### src/rtl/rtc_pkg.sv
// Shared types and defaults for the stopwatch button-conditioning logic.
package rtc_pkg;

    // Debouncer / press-tracking FSM states.
    typedef enum logic [2:0] {
        ST_ARMING       = 3'd0,
        ST_IDLE         = 3'd1,
        ST_PRESS_WAIT   = 3'd2,
        ST_PRESSED      = 3'd3,
        ST_HELD         = 3'd4,
        ST_RELEASE_WAIT = 3'd5
    } rtc_btn_state_t;

    // 10 ms debounce and 2 s hold at a 100 MHz system clock.
    localparam int RTC_DEBOUNCE_DEFAULT  = 1_000_000;
    localparam int RTC_LONGPRESS_DEFAULT = 200_000_000;

    // Width of a counter that must hold 0 .. n-1 (never narrower than one bit).
    function automatic int rtc_count_width(input int n);
        return (n <= 2) ? 1 : $clog2(n);
    endfunction

endpackage

### src/rtl/rtc_sync2.sv
// Two-flop synchroniser for a single asynchronous input, with synchronous
// active-high reset. Shared by every board button that feeds the stopwatch.
module rtc_sync2 (
    input  logic clk,
    input  logic reset,
    input  logic async_in,
    output logic sync_out
);

    logic meta;

    // Shift the raw pin through two flops; the first may go metastable.
    // NOTE: sequential state always uses non-blocking (<=) so every flop
    // samples the pre-edge value of its neighbour and the order of
    // statements inside the block does not matter.
    always_ff @(posedge clk) begin
        if (reset) begin
            meta     <= 1'b0;
            sync_out <= 1'b0;
        end else begin
            meta     <= async_in;
            sync_out <= meta;
        end
    end

endmodule

### src/rtl/rtc_button_conditioner.sv
// Push-button conditioner: synchronises the raw pin, debounces both edges,
// and emits a registered press pulse, debounced level and long-press pulse.
module rtc_button_conditioner
    import rtc_pkg::*;
#(
    parameter int DEBOUNCE_CYCLES   = RTC_DEBOUNCE_DEFAULT,
    parameter int LONG_PRESS_CYCLES = RTC_LONGPRESS_DEFAULT
) (
    input  logic i_sclk,
    input  logic i_reset,
    input  logic i_button,
    output logic o_trigger,
    output logic o_level,
    output logic o_long_press
);

    localparam int CNT_W = rtc_count_width(DEBOUNCE_CYCLES);
    localparam int HC_W  = rtc_count_width(LONG_PRESS_CYCLES);

    localparam logic [CNT_W-1:0] CNT_ONE  = CNT_W'(1);
    localparam logic [CNT_W-1:0] CNT_LAST = CNT_W'(DEBOUNCE_CYCLES - 1);
    localparam logic [HC_W-1:0]  HC_ONE   = HC_W'(1);
    localparam logic [HC_W-1:0]  HC_LAST  = HC_W'(LONG_PRESS_CYCLES - 1);

    logic           s;          // synchronised button
    rtc_btn_state_t state;
    logic [CNT_W-1:0] cnt;      // consecutive agreeing samples
    logic [HC_W-1:0]  hc;       // held cycles since the accepted press
    logic           from_held;  // RELEASE_WAIT returns to HELD when set

    rtc_sync2 u_sync (
        .clk      (i_sclk),
        .reset    (i_reset),
        .async_in (i_button),
        .sync_out (s)
    );

    // Press-tracking FSM, both counters and all three output registers.
    // NOTE: the reset branch is synchronous and wins over every state, so a
    // pulse already registered is cleared on the very next edge.
    always_ff @(posedge i_sclk) begin
        if (i_reset) begin
            state        <= ST_ARMING;
            cnt          <= '0;
            hc           <= '0;
            from_held    <= 1'b0;
            o_trigger    <= 1'b0;
            o_level      <= 1'b0;
            o_long_press <= 1'b0;
        end else begin
            // NOTE: pulses default low here and are raised only by the one
            // transition that fires them, which guarantees one-cycle width.
            o_trigger    <= 1'b0;
            o_long_press <= 1'b0;

            case (state)
                // Wait for a clean released level so a button held through
                // reset is never mistaken for a press.
                ST_ARMING: begin
                    if (s) begin
                        cnt <= '0;
                    end else if (cnt == CNT_LAST) begin
                        state <= ST_IDLE;
                    end else begin
                        cnt <= cnt + CNT_ONE;
                    end
                end

                ST_IDLE: begin
                    if (s) begin
                        state <= ST_PRESS_WAIT;
                        cnt   <= CNT_ONE;
                    end
                end

                ST_PRESS_WAIT: begin
                    if (!s) begin
                        state <= ST_IDLE;
                    end else if (cnt == CNT_LAST) begin
                        state     <= ST_PRESSED;
                        hc        <= '0;
                        o_trigger <= 1'b1;
                        o_level   <= 1'b1;
                    end else begin
                        cnt <= cnt + CNT_ONE;
                    end
                end

                // Release is checked first so no long press fires on the
                // cycle the button lets go.
                ST_PRESSED: begin
                    if (!s) begin
                        state     <= ST_RELEASE_WAIT;
                        cnt       <= CNT_ONE;
                        from_held <= 1'b0;
                    end else if (hc == HC_LAST) begin
                        state        <= ST_HELD;
                        o_long_press <= 1'b1;
                    end else begin
                        hc <= hc + HC_ONE;
                    end
                end

                ST_HELD: begin
                    if (!s) begin
                        state     <= ST_RELEASE_WAIT;
                        cnt       <= CNT_ONE;
                        from_held <= 1'b1;
                    end
                end

                // hc is left untouched here so a rejected release glitch
                // only pauses the long-press timer.
                ST_RELEASE_WAIT: begin
                    if (s) begin
                        state <= from_held ? ST_HELD : ST_PRESSED;
                    end else if (cnt == CNT_LAST) begin
                        state   <= ST_IDLE;
                        o_level <= 1'b0;
                    end else begin
                        cnt <= cnt + CNT_ONE;
                    end
                end

                default: begin
                    state   <= ST_ARMING;
                    cnt     <= '0;
                    o_level <= 1'b0;
                end
            endcase
        end
    end

endmodule
### config.mk
export PLATFORM = sky130hd
export DESIGN_NAME = rtc_button_conditioner
export DESIGN_NICKNAME = d
export VERILOG_FILES = /design/src/rtl/rtc_pkg.sv /design/src/rtl/rtc_sync2.sv /design/src/rtl/rtc_button_conditioner.sv
export SDC_FILE = /design/constraint.sdc
export NUM_CORES = 1
export LEC_CHECK = 0
export ABC_AREA = 0
export CAP_MARGIN = 20
export CORE_MARGIN = 2
export CORE_UTILIZATION = 35
export CTS_CLUSTER_DIAMETER = 30
export DETAILED_ROUTE_END_ITERATION = 7
export PLACE_DENSITY_LB_ADDON = 0.08
export SKIP_LAST_GASP = 1
export SLEW_MARGIN = 10
export SYNTH_ARGS = -nofsm -noshare
export SYNTH_HDL_FRONTEND = slang
export SYNTH_SLANG_ARGS = --single-unit
### constraint.sdc
create_clock -name i_sclk -period 3.5 [get_ports i_sclk]
set_input_delay 0.7 -clock i_sclk [delete_from_list [all_inputs] [get_ports i_sclk]]
set_output_delay 0.7 -clock i_sclk [all_outputs]
set_load 0.02 [all_outputs]
## Word level (Yosys, flattened, before mapping)

Index checks and enable logic that the tools add are counted.

| operators by class | value |
|---|---|
| reduce and logical (&&, ||, !) cells | 12 |
| mux-type cells | 33 |
| eq/ne operators | 20 |
| bitwise logic cells | 4 |
| add/sub/neg operators | 2 |

Operators by type and width:

| cell | count |
|---|---|
| $mux 20 | 6 |
| $mux 28 | 4 |
| $pmux 20 s5 | 1 |
| $pmux 28 s2 | 1 |
| $mux 3 | 10 |
| $add 28x1->28 const B | 1 |
| $eq 28x28->1 const B | 1 |
| $add 20x1->20 const B | 1 |
| $eq 20x20->1 const B | 1 |
| $pmux 3 s6 | 1 |
| $ne 2x2->1 const B | 8 |
| $reduce_and 5->1 | 3 |
| $mux 1 | 8 |
| $eq 3x2->1 const B | 2 |
| $eq 3x3->1 const B | 2 |
| $ne 2x1->1 const B | 3 |
| $ne 3x3->1 const B | 2 |
| $reduce_or 3->1 | 2 |
| $not 1->1 | 4 |
| $reduce_and 4->1 | 1 |
| $reduce_bool 2->1 | 2 |
| $reduce_or 4->1 | 1 |
| $eq 3x1->1 const B | 1 |
| $logic_not 3->1 | 1 |
| other kinds (4) | 4 |

| word-level totals | value |
|---|---|
| output and inout bits | 3 |
| input port bits | 3 |
| register bits | 57 |

## Logic depth before layout (Yosys ltp)

Gate-level depths: netlist of run 1.

| depth | value |
|---|---|
| depth in word-level cells | 4 |
| mapped depth | 9 |
| gate-level depth less buffers | 7 |

## Hierarchy

From an unflattened synthesis of run 1, not the netlist that was laid out.

| second synthesis, totals | value |
|---|---|
| cell total of the unflattened synthesis | 391 |
| area, all modules | 3,084.2 um2 |

By module, submodules not included:

| module | cells each | area an instance (um2) | times used |
|---|---|---|---|
| rtc_button_conditioner | 387 | 3,031.7 | 1 |
| rtc_sync2 | 4 | 52.6 | 1 |

## Worst setup path after synthesis of run 1

No wires, ideal clock.

| timing path | value |
|---|---|
| path kind | register to register |
| start point | register cnt[0] |
| end point | register hc[18] |
| data arrival time | 2.017 ns |
| cell stages (with the launch flop) | 10 |
| library setup time | 0.116 ns |
| setup slack | 1.367 ns |
| data required time | 3.384 ns |
| path through | dfxtp_1 > ha_1 > inv_1 > or4_4 > o21ba_1 > buf_6 > buf_6 > nor4_2 > xnor2_1 > nor2_2 |

| between the ends | value |
|---|---|
| word-level cells in the longest chain between the ends | 3 |

RTL lines:

| element | RTL line | text |
|---|---|---|
| from (decl) | rtc_button_conditioner.sv:27 | `logic [CNT_W-1:0] cnt;` |
| from (signal assigned) | rtc_button_conditioner.sv:65 | `cnt <= cnt + CNT_ONE;` |
| from (signal assigned) | rtc_button_conditioner.sv:85 | `cnt <= cnt + CNT_ONE;` |
| from (signal assigned) | rtc_button_conditioner.sv:121 | `cnt <= cnt + CNT_ONE;` |
| $eq 20x20->1 | rtc_button_conditioner.sv:79 | `end else if (cnt == CNT_LAST) begin` |
| $ne 2x2->1 (no line) | - |  |
| $reduce_and 5->1 (no line) | - |  |
| to (signal assigned) | rtc_button_conditioner.sv:100 | `hc <= hc + HC_ONE;` |
| to (decl) | rtc_button_conditioner.sv:28 | `logic [HC_W-1:0] hc;` |

Every way passes these cells.
A chain may end at the register's enable or synchronous reset.

## Worst setup path in the final report of run 1

| timing path | value |
|---|---|
| start point | register cnt[0] |
| end point | register hc[26] |

Same word-level chain as after synthesis.

==> impl_metrics.sql, run 1 <==
INSERT INTO impl_metrics (metric_group, metric, value, unit) VALUES
('clock_tree', 'clock_tree_from_tritoncts', 'yes', ''),
('grt', 'first_global_vias', '2439', ''),
('synthesis', 'yosys_warn_count', '0', ''),
('route', 'routed_wire_length_per_instance', '13.9', 'um'),
('power_and_ir_drop', 'power.share.combinational', '0.109', ''),
('worst_hold_path', 'worst_min_path_class', 'flip-flop to flip-flop', ''),
('grt', 'initial_antenna_violation_count', '0', ''),
('route', 'initialDrtViolationCount', '100', ''),
('layout', 'mostFrequentLayoutCell', 'dfxtp_1', ''),
('power_and_ir_drop', 'fraction_of_power_spent_switching_nets', '0.263', ''),
('floorplanning', 'initial_utilization', '0.355', ''),
('sta', 'relSlewSlack', '0.501', ''),
('sta', 'hold_viol', '0', ''),
('sta', 'achievable-frequency', '393', 'MHz'),
('clock_tree', 'hold_buf_cts', '0', ''),
('power_and_ir_drop', 'peakVddDrop', '0.000210', 'V'),
('grt', 'grt_pass1_wl', '11600', 'um'),
('placement', 'dp_hpwl', '4810', 'um'),
('layout', 'diodes', '0', ''),
('power_and_ir_drop', 'power.sequential.fraction', '0.474', ''),
('power_and_ir_drop', 'static_leakage', '1.08', 'nW'),
('synthesis', 'syn-num-nets', '384', ''),
('sta', 'fin_worst_skew', '9.97', 'ps'),
('synthesis', 'postSynth.topFlopCell', 'dfxtp_1', ''),
('clock_tree', 'tritoncts_buffers', '9', ''),
('synthesis', 'syn_inst', '379', ''),
('route', 'detail_route.vias_per_cell', '5.32', ''),
('floorplanning', 'core-area', '0.00859', 'mm^2'),
('sta', 'fin_crit', '2540', 'ps'),
('critical_path', 'critPathRequiredTime', '3740', 'ps'),
('synthesis', 'synth_cell_types', '53', ''),
('clock_tree', 'post_cts.repair.setup_buffers', '0', ''),
('floorplanning', 'die_x', '97.3', 'um'),
('route', 'antenna_left', '0', ''),
('placement', 'place_congestion', '0.743', ''),
('clock_tree', 'clkLatencyLatePin', '340', 'ps'),
('power_and_ir_drop', 'powerDensity', '418', 'mW/mm^2'),
('synthesis', 'synth.cell_area', '0.00305', 'mm^2'),
('sta', 'report.final.setup_viol', '0', ''),
('route', 'dr.pass1.iters', '4', ''),
('placement', 'buffer_ports.inserted', '5', ''),
('layout', 'syn2layout_area_growth', '12.1', '%'),
('sta', 'period_share', '0.726', ''),
('grt', 'grt_start_max_net_pins', '30', ''),
('critical_path', 'setup.reg_to_reg.worst_slack', '960', 'ps'),
('layout', 'layout-drive-gt1-share', '0.0923', ''),
('synthesis', 'netlist.top_cell.by_area', 'dfxtp_1', ''),
('sta', 'slew_viol_final', '0', ''),
('clock_tree', 'clock_tree.htree_level_count', '3', ''),
('floorplanning', 'design.die.area', '0.00947', 'mm^2'),
('layout', 'num-fill-cells', '910', ''),
('critical_path', 'timing_worst_setup_path_type', 'flip-flop to flip-flop', ''),
('layout', 'layout.nets', '390', ''),
('sta', 'grt_setup_unrepaired', 'false', ''),
('route', 'drc', '0', ''),
('clock_tree', 'clkSlewWorstSetupHoldPaths', '70', 'ps'),
('synthesis', 'synth_edf_count', '0', ''),
('outcome', 'status', 'completed', ''),
('sta', 'setup_tns', '0', 'ps'),
('synthesis', 'count_of_state_elements_after_synthesis', '57', ''),
('placement', 'dp_slack', '822', 'ps'),
('route', 'dr_total_vias', '2649', ''),
('sta', 'postLayoutSetupSlackWorst', '958', 'ps'),
('floorplanning', 'placement_rows', '34', ''),
('critical_path', 'worstPathMaxFanout', '21', ''),
('synthesis', 'ys_top_cells_by_area', 'dfxtp_1 (37%), xnor2_1 (9.2%), nor2_1 (5.7%), nand2_1 (3.6%), a21oi_1 (3.3%)', ''),
('clock_tree', 'clockBufferDepth', '2', ''),
('power_and_ir_drop', 'internal_portion_of_total_power', '0.00105', 'W'),
('critical_path', 'worst-endpoint-arrival', '2780', 'ps'),
('clock_tree', 'post_cts_resize_count', '0', ''),
('layout', 'layout.cells.most_common_list', 'dfxtp_1 (57), nor2_1 (46), xnor2_1 (32)', '');
## synth_stat cells (2+ instances only)
library cell and count:
a21oi_1 20, a31oi_1 3, and2_1 5, and3_1 10
and3b_1 3, and4_1 7, buf_2 2, buf_6 3
clkbuf_1 14, dfxtp_1 57, ha_1 2, inv_1 11
nand2_1 29, nand3_1 18, nand3b_1 3, nand4_1 11
nor2_1 46, nor2_2 2, nor2b_1 5, nor3_1 19
nor4_1 11, nor4b_1 2, nor4bb_1 2, o211ai_1 2
o21a_1 2, o21ai_0 20, o21ba_2 2, o21bai_1 2
o31ai_1 2, or2_2 2, or3_1 9, xnor2_1 32
## cells by family (layout without fill, tap and decap cells)
logic type	after synthesis	count (layout)	synth area share
compound gates	65	65	0.135
xor+xnor	33	33	0.0948
fa+ha+maj	2	2	0.00821
buf+inv	30	41	0.0451
flops	57	57	0.374
mux	1	1	0.00328
simple gates	191	191	0.339
## cell type report
type                            count  area (um^2)  share of cell area
Timing Repair Buffer               14          138              0.0403
Clock inverter                      2         10.0             0.00293
Sequential cell                    57         1140               0.334
Multi-Input combinational cell    292         1770               0.518
Inverter                           11         41.3              0.0121
Clock buffer                       14          183              0.0534
Tap cell                          108          135              0.0395
## state kept, by name, summed over array words and instances (netlist names)
signal	flops
hc	28
cnt	20
state	3
from_held	1
o_level	1
o_long_press	1
o_trigger	1
u_sync.meta	1
u_sync.sync_out	1
## per-layer routing
metal | GRT usage | up-vias | routed length, um
met1 | 0.185 | 1245 | 3340
met4 | 0.0588 | 0 | 116
met2 | 0.251 | 30 | 3270
met5 | 0 | - | 0
li1 | - | 1363 | -
met3 | 0.0388 | 11 | 168
## critical path: stages (launching register included)
cell and delay [ps]:
dfxtp_1 390, ha_1 190, inv_1 70, or4_4 550, o21ba_1 350, buf_16 230, nor3_2 290, a31oi_1 140
o21ba_2 240
## stage by stage
stage / total power, W / instance area [um^2] / hold WS [ps] / instances / util
finish: 0.00143 / 3420 / 438 / 498 / 0.398
floorplan: 0.000811 / 3050 / 414 / 379 / -
global placement: 0.000851 / 3200 / 417 / 481 / 0.372
detailed placement: 0.000850 / 3200 / 429 / 481 / 0.372
global route: 0.00151 / 3420 / 471 / 498 / 0.398
CTS: 0.00146 / 3390 / 445 / 497 / 0.395
## power groups by stage
stage | Combinational (W) | Clock [W] | Sequential [W]
floorplan | 0.000126 | 0 | 0.000686
global placement | 0.000159 | 0 | 0.000692
detailed placement | 0.000158 | 0 | 0.000692
CTS | 0.000158 | 0.000620 | 0.000678
global route | 0.000175 | 0.000652 | 0.000680
finish | 0.000156 | 0.000595 | 0.000678
## final timing paths
path,start,endpoint,cells past startpoint
worst max register to register,cnt[0],hc[26],8
worst max-delay path,cnt[0],hc[26],8
worst min-delay path,u_sync.meta,u_sync.sync_out,1
worst min register to register,u_sync.meta,u_sync.sync_out,1
Power figures use the tool's default switching activity.
==> inputs of run 2 (changes only) <==
==> constraint.sdc (replaced) <==
create_clock -name i_sclk -period 2.4 [get_ports i_sclk]
set_input_delay 0.48 -clock i_sclk [delete_from_list [all_inputs] [get_ports i_sclk]]
set_output_delay 0.48 -clock i_sclk [all_outputs]
set_load 0.02 [all_outputs]
==> run 2 against run 1 <==
Net effect: global-route usage rose by 0.84 points; clock power is 39% higher; wire length up 2.0%; sequential share of layout area is 0.75 points lower; combinational power rose by 72%; die area stayed put; fmax increased by 15%; final area increased by 2.3%; largest cell class unchanged; largest power group unchanged.
==> impl_metrics.sql, run 2 (synthesis results as in run 1) <==
INSERT INTO impl_metrics (metric_group, metric, value, unit) VALUES
('clock_tree', 'clockBufferDepth', '2', ''),
('critical_path', 'timing_worst_setup_path_type', 'flip-flop to flip-flop', ''),
('placement', 'place_congestion', '0.832', ''),
('critical_path', 'path_buf_inv', '1', ''),
('critical_path', 'crit_path_slowest_cell', 'or4_4', ''),
('sta', 'fin_crit', '2220', 'ps'),
('clock_tree', 'clkSlewWorstSetupHoldPaths', '70', 'ps'),
('critical_path', 'cp-start-kind', 'flip-flop', ''),
('floorplanning', 'die_x', '97.3', 'um'),
('grt', 'initial_antenna_violation_count', '0', ''),
('clock_tree', 'clock_tree_from_tritoncts', 'yes', ''),
('worst_hold_path', 'min_from', 'u_sync.meta', ''),
('power_and_ir_drop', 'power.share.combinational', '0.129', ''),
('layout', 'largest_register_ffs', '28', ''),
('clock_tree', 'clock_tree.htree_level_count', '3', ''),
('critical_path', 'timing.rr.end', 'hc[26]', ''),
('floorplanning', 'core-area', '0.00859', 'mm^2'),
('critical_path', 'critical-path-max-stage-delay', '550', 'ps'),
('grt', 'grt-ovfl-total', '0', ''),
('floorplanning', 'boundaryPins', '6', ''),
('critical_path', 'critPathRequiredTime', '2630', 'ps'),
('sta', 'hold_viol', '0', ''),
('route', 'dr_total_vias', '2724', ''),
('sta', 'period_share', '0.925', ''),
('clock_tree', 'clkLatencyLatePin', '330', 'ps'),
('critical_path', 'worstPathCellList', 'ha_1 -> inv_1 -> or4_4 -> o21ba_2 -> nor3_2 -> a31oi_1 -> o21ba_2', ''),
('critical_path', 'worst_r2r_path_depth', '7', ''),
('sta', 'achievable-frequency', '451', 'MHz'),
('sta', 'fin_worst_skew', '7.85', 'ps'),
('layout', 'layout-drive-gt1-share', '0.122', ''),
('critical_path', 'crit_top_cell', 'o21ba_2', ''),
('layout', 'finish.instance_area', '0.00350', 'mm^2'),
('clock_tree', 'num_clock_sinks', '57', ''),
('route', 'detail_route.vias_per_cell', '5.34', ''),
('worst_hold_path', 'hold-path-endpoint', 'u_sync.sync_out', ''),
('sta', 'setup_tns', '0', 'ps'),
('grt', 'grt_pass1_wl', '12300', 'um'),
('layout', 'largest-register', 'hc', ''),
('critical_path', 'worst-endpoint-arrival', '2450', 'ps'),
('placement', 'buffer_ports.inserted', '5', ''),
('route', 'initialDrtViolationCount', '77', ''),
('power_and_ir_drop', 'power.share.clock', '0.397', ''),
('critical_path', 'r2r_start', 'cnt[1]', ''),
('worst_hold_path', 'hold_path_depth', '1', ''),
('power_and_ir_drop', 'fraction_of_power_spent_switching_nets', '0.265', ''),
('floorplanning', 'placement_rows', '34', ''),
('route', 'routed_wl', '7040', 'um'),
('critical_path', 'setup.reg_to_reg.worst_slack', '180', 'ps'),
('power_and_ir_drop', 'powerDensity', '596', 'mW/mm^2'),
('route', 'drc', '0', ''),
('power_and_ir_drop', 'power.net_switching', '0.000553', 'W'),
('layout', 'mostFrequentLayoutCell', 'dfxtp_1', ''),
('layout', 'num-fill-cells', '900', ''),
('clock_tree', 'clockRootBuffer', 'clkbuf_8', ''),
('placement', 'postPlaceCellArea', '0.00332', 'mm^2'),
('layout', 'reg.largest.list', 'hc (28), cnt (20), state (3)', ''),
('grt', 'first_global_vias', '2608', ''),
('sta', 'grt_setup_unrepaired', 'false', ''),
('grt', 'overall_track_demand_over_capacity_in_global_routing', '0.158', ''),
('route', 'dr.pass1.iters', '4', ''),
('layout', 'layout.cells.most_common_list', 'dfxtp_1 (57), nor2_1 (46), xnor2_1 (32)', ''),
('layout', 'layout.nets', '403', ''),
('clock_tree', 'tritoncts_buffers', '9', ''),
('power_and_ir_drop', 'peakVddDrop', '0.000374', 'V'),
('layout', 'syn2layout_area_growth', '14.7', '%'),
('critical_path', 'path_delay_family', 'simple AND/OR/NAND/NOR gates', ''),
('sta', 'fin_worst_hold_slack', '456', 'ps'),
('sta', 'report.final.setup_viol', '0', ''),
('job', 'number_of_max_capacitance_violations_reported', '0', ''),
('floorplanning', 'design.die.area', '0.00947', 'mm^2'),
('sta', 'relSlewSlack', '0.627', ''),
('power_and_ir_drop', 'internal_portion_of_total_power', '0.00153', 'W'),
('placement', 'dp_hpwl', '5040', 'um'),
('critical_path', 'critical_path.endpoint_type', 'flip-flop', ''),
('sta', 'worst_slew_pin_slew', '556', 'ps'),
('worst_hold_path', 'worst_min_path_class', 'flip-flop to flip-flop', ''),
('route', 'routed_wire_length_per_instance', '13.8', 'um'),
('floorplanning', 'die_y', '97.3', 'um'),
('power_and_ir_drop', 'power.sequential.fraction', '0.474', ''),
('grt', 'grt_start_max_net_pins', '28', ''),
('sta', 'slew_viol_final', '0', ''),
('outcome', 'status', 'completed', ''),
('floorplanning', 'initial_utilization', '0.355', ''),
('critical_path', 'worstPathMaxFanout', '8', ''),
('layout', 'diodes', '0', ''),
('route', 'antenna_left', '0', ''),
('power_and_ir_drop', 'static_leakage', '1.13', 'nW');
## run 2: cell types whose count changed in the layout (fill, tap and decap cells not counted), sizes merged
cell      change
buf          +13
clkbuf        -1
clkinv        -1
clkinvlp      +1
## run 2: cell type report
type	count	area [um^2]	area share
Multi-Input combinational cell	292	1770	0.506
Tap cell	108	135	0.0386
Sequential cell	57	1140	0.326
Inverter	11	41.3	0.0118
Clock inverter	2	12.5	0.00358
Timing Repair Buffer	27	228	0.0651
Clock buffer	13	169	0.0483
## run 2: worst reg2reg max path, stage by stage (launching register included)
cell and delay (ps):
dfxtp_1 340, ha_1 160, inv_1 70, or4_4 550
o21ba_2 290, nor3_2 340, a31oi_1 140, o21ba_2 230
## run 2: routing by layer
| layer | track usage | share of wire | wire [um] |
|---|---|---|---|
| met3 | 0.0453 | 0.026 | 183 |
| met2 | 0.261 | 0.47 | 3320 |
| met1 | 0.202 | 0.49 | 3440 |
| met5 | 0 | 0 | 0 |
| met4 | 0.0470 | 0.015 | 106 |
## run 2: timing repair
action | CTS | global route
hold buffers | 0 | 0
gates resized for setup | 0 | 1
endpoints found under the setup margin | 0 | 3
setup buffers | 0 | 0
## run 2: power by group through the flow
stage	clock, W	combinational, W	sequential, W
global route	0.000908	0.000299	0.000993
global placement	0	0.000269	0.00101
detailed placement	0	0.000268	0.00101
finish	0.000828	0.000268	0.000989
CTS	0.000866	0.000269	0.000989
floorplan	0	0.000183	0.00100
## run 2: how the worst max path moves through the flow
stage          startpoint  endpoint  slack, ps  cells past startpoint
5_1_grt            cnt[1]    hc[24]         20                      7
4_1_cts            cnt[1]    hc[24]        140                      7
3_5_place_dp       cnt[1]    hc[26]        140                      7
6_report           cnt[1]    hc[26]        180                      7
2_1_floorplan      cnt[0]    hc[18]        270                      9
3_3_place_gp       hc[21]  state[2]        180                      5
## run 2: per-stage QoR
| stage | util | setup WS [ps] | power [W] | cells |
|---|---|---|---|---|
| global placement | 0.386 | 177 | 0.00128 | 495 |
| finish | 0.407 | 180 | 0.00209 | 510 |
| floorplan | - | 267 | 0.00118 | 379 |
| CTS | 0.407 | 137 | 0.00212 | 510 |
| detailed placement | 0.386 | 144 | 0.00128 | 495 |
| global route | 0.407 | 15.3 | 0.00220 | 510 |
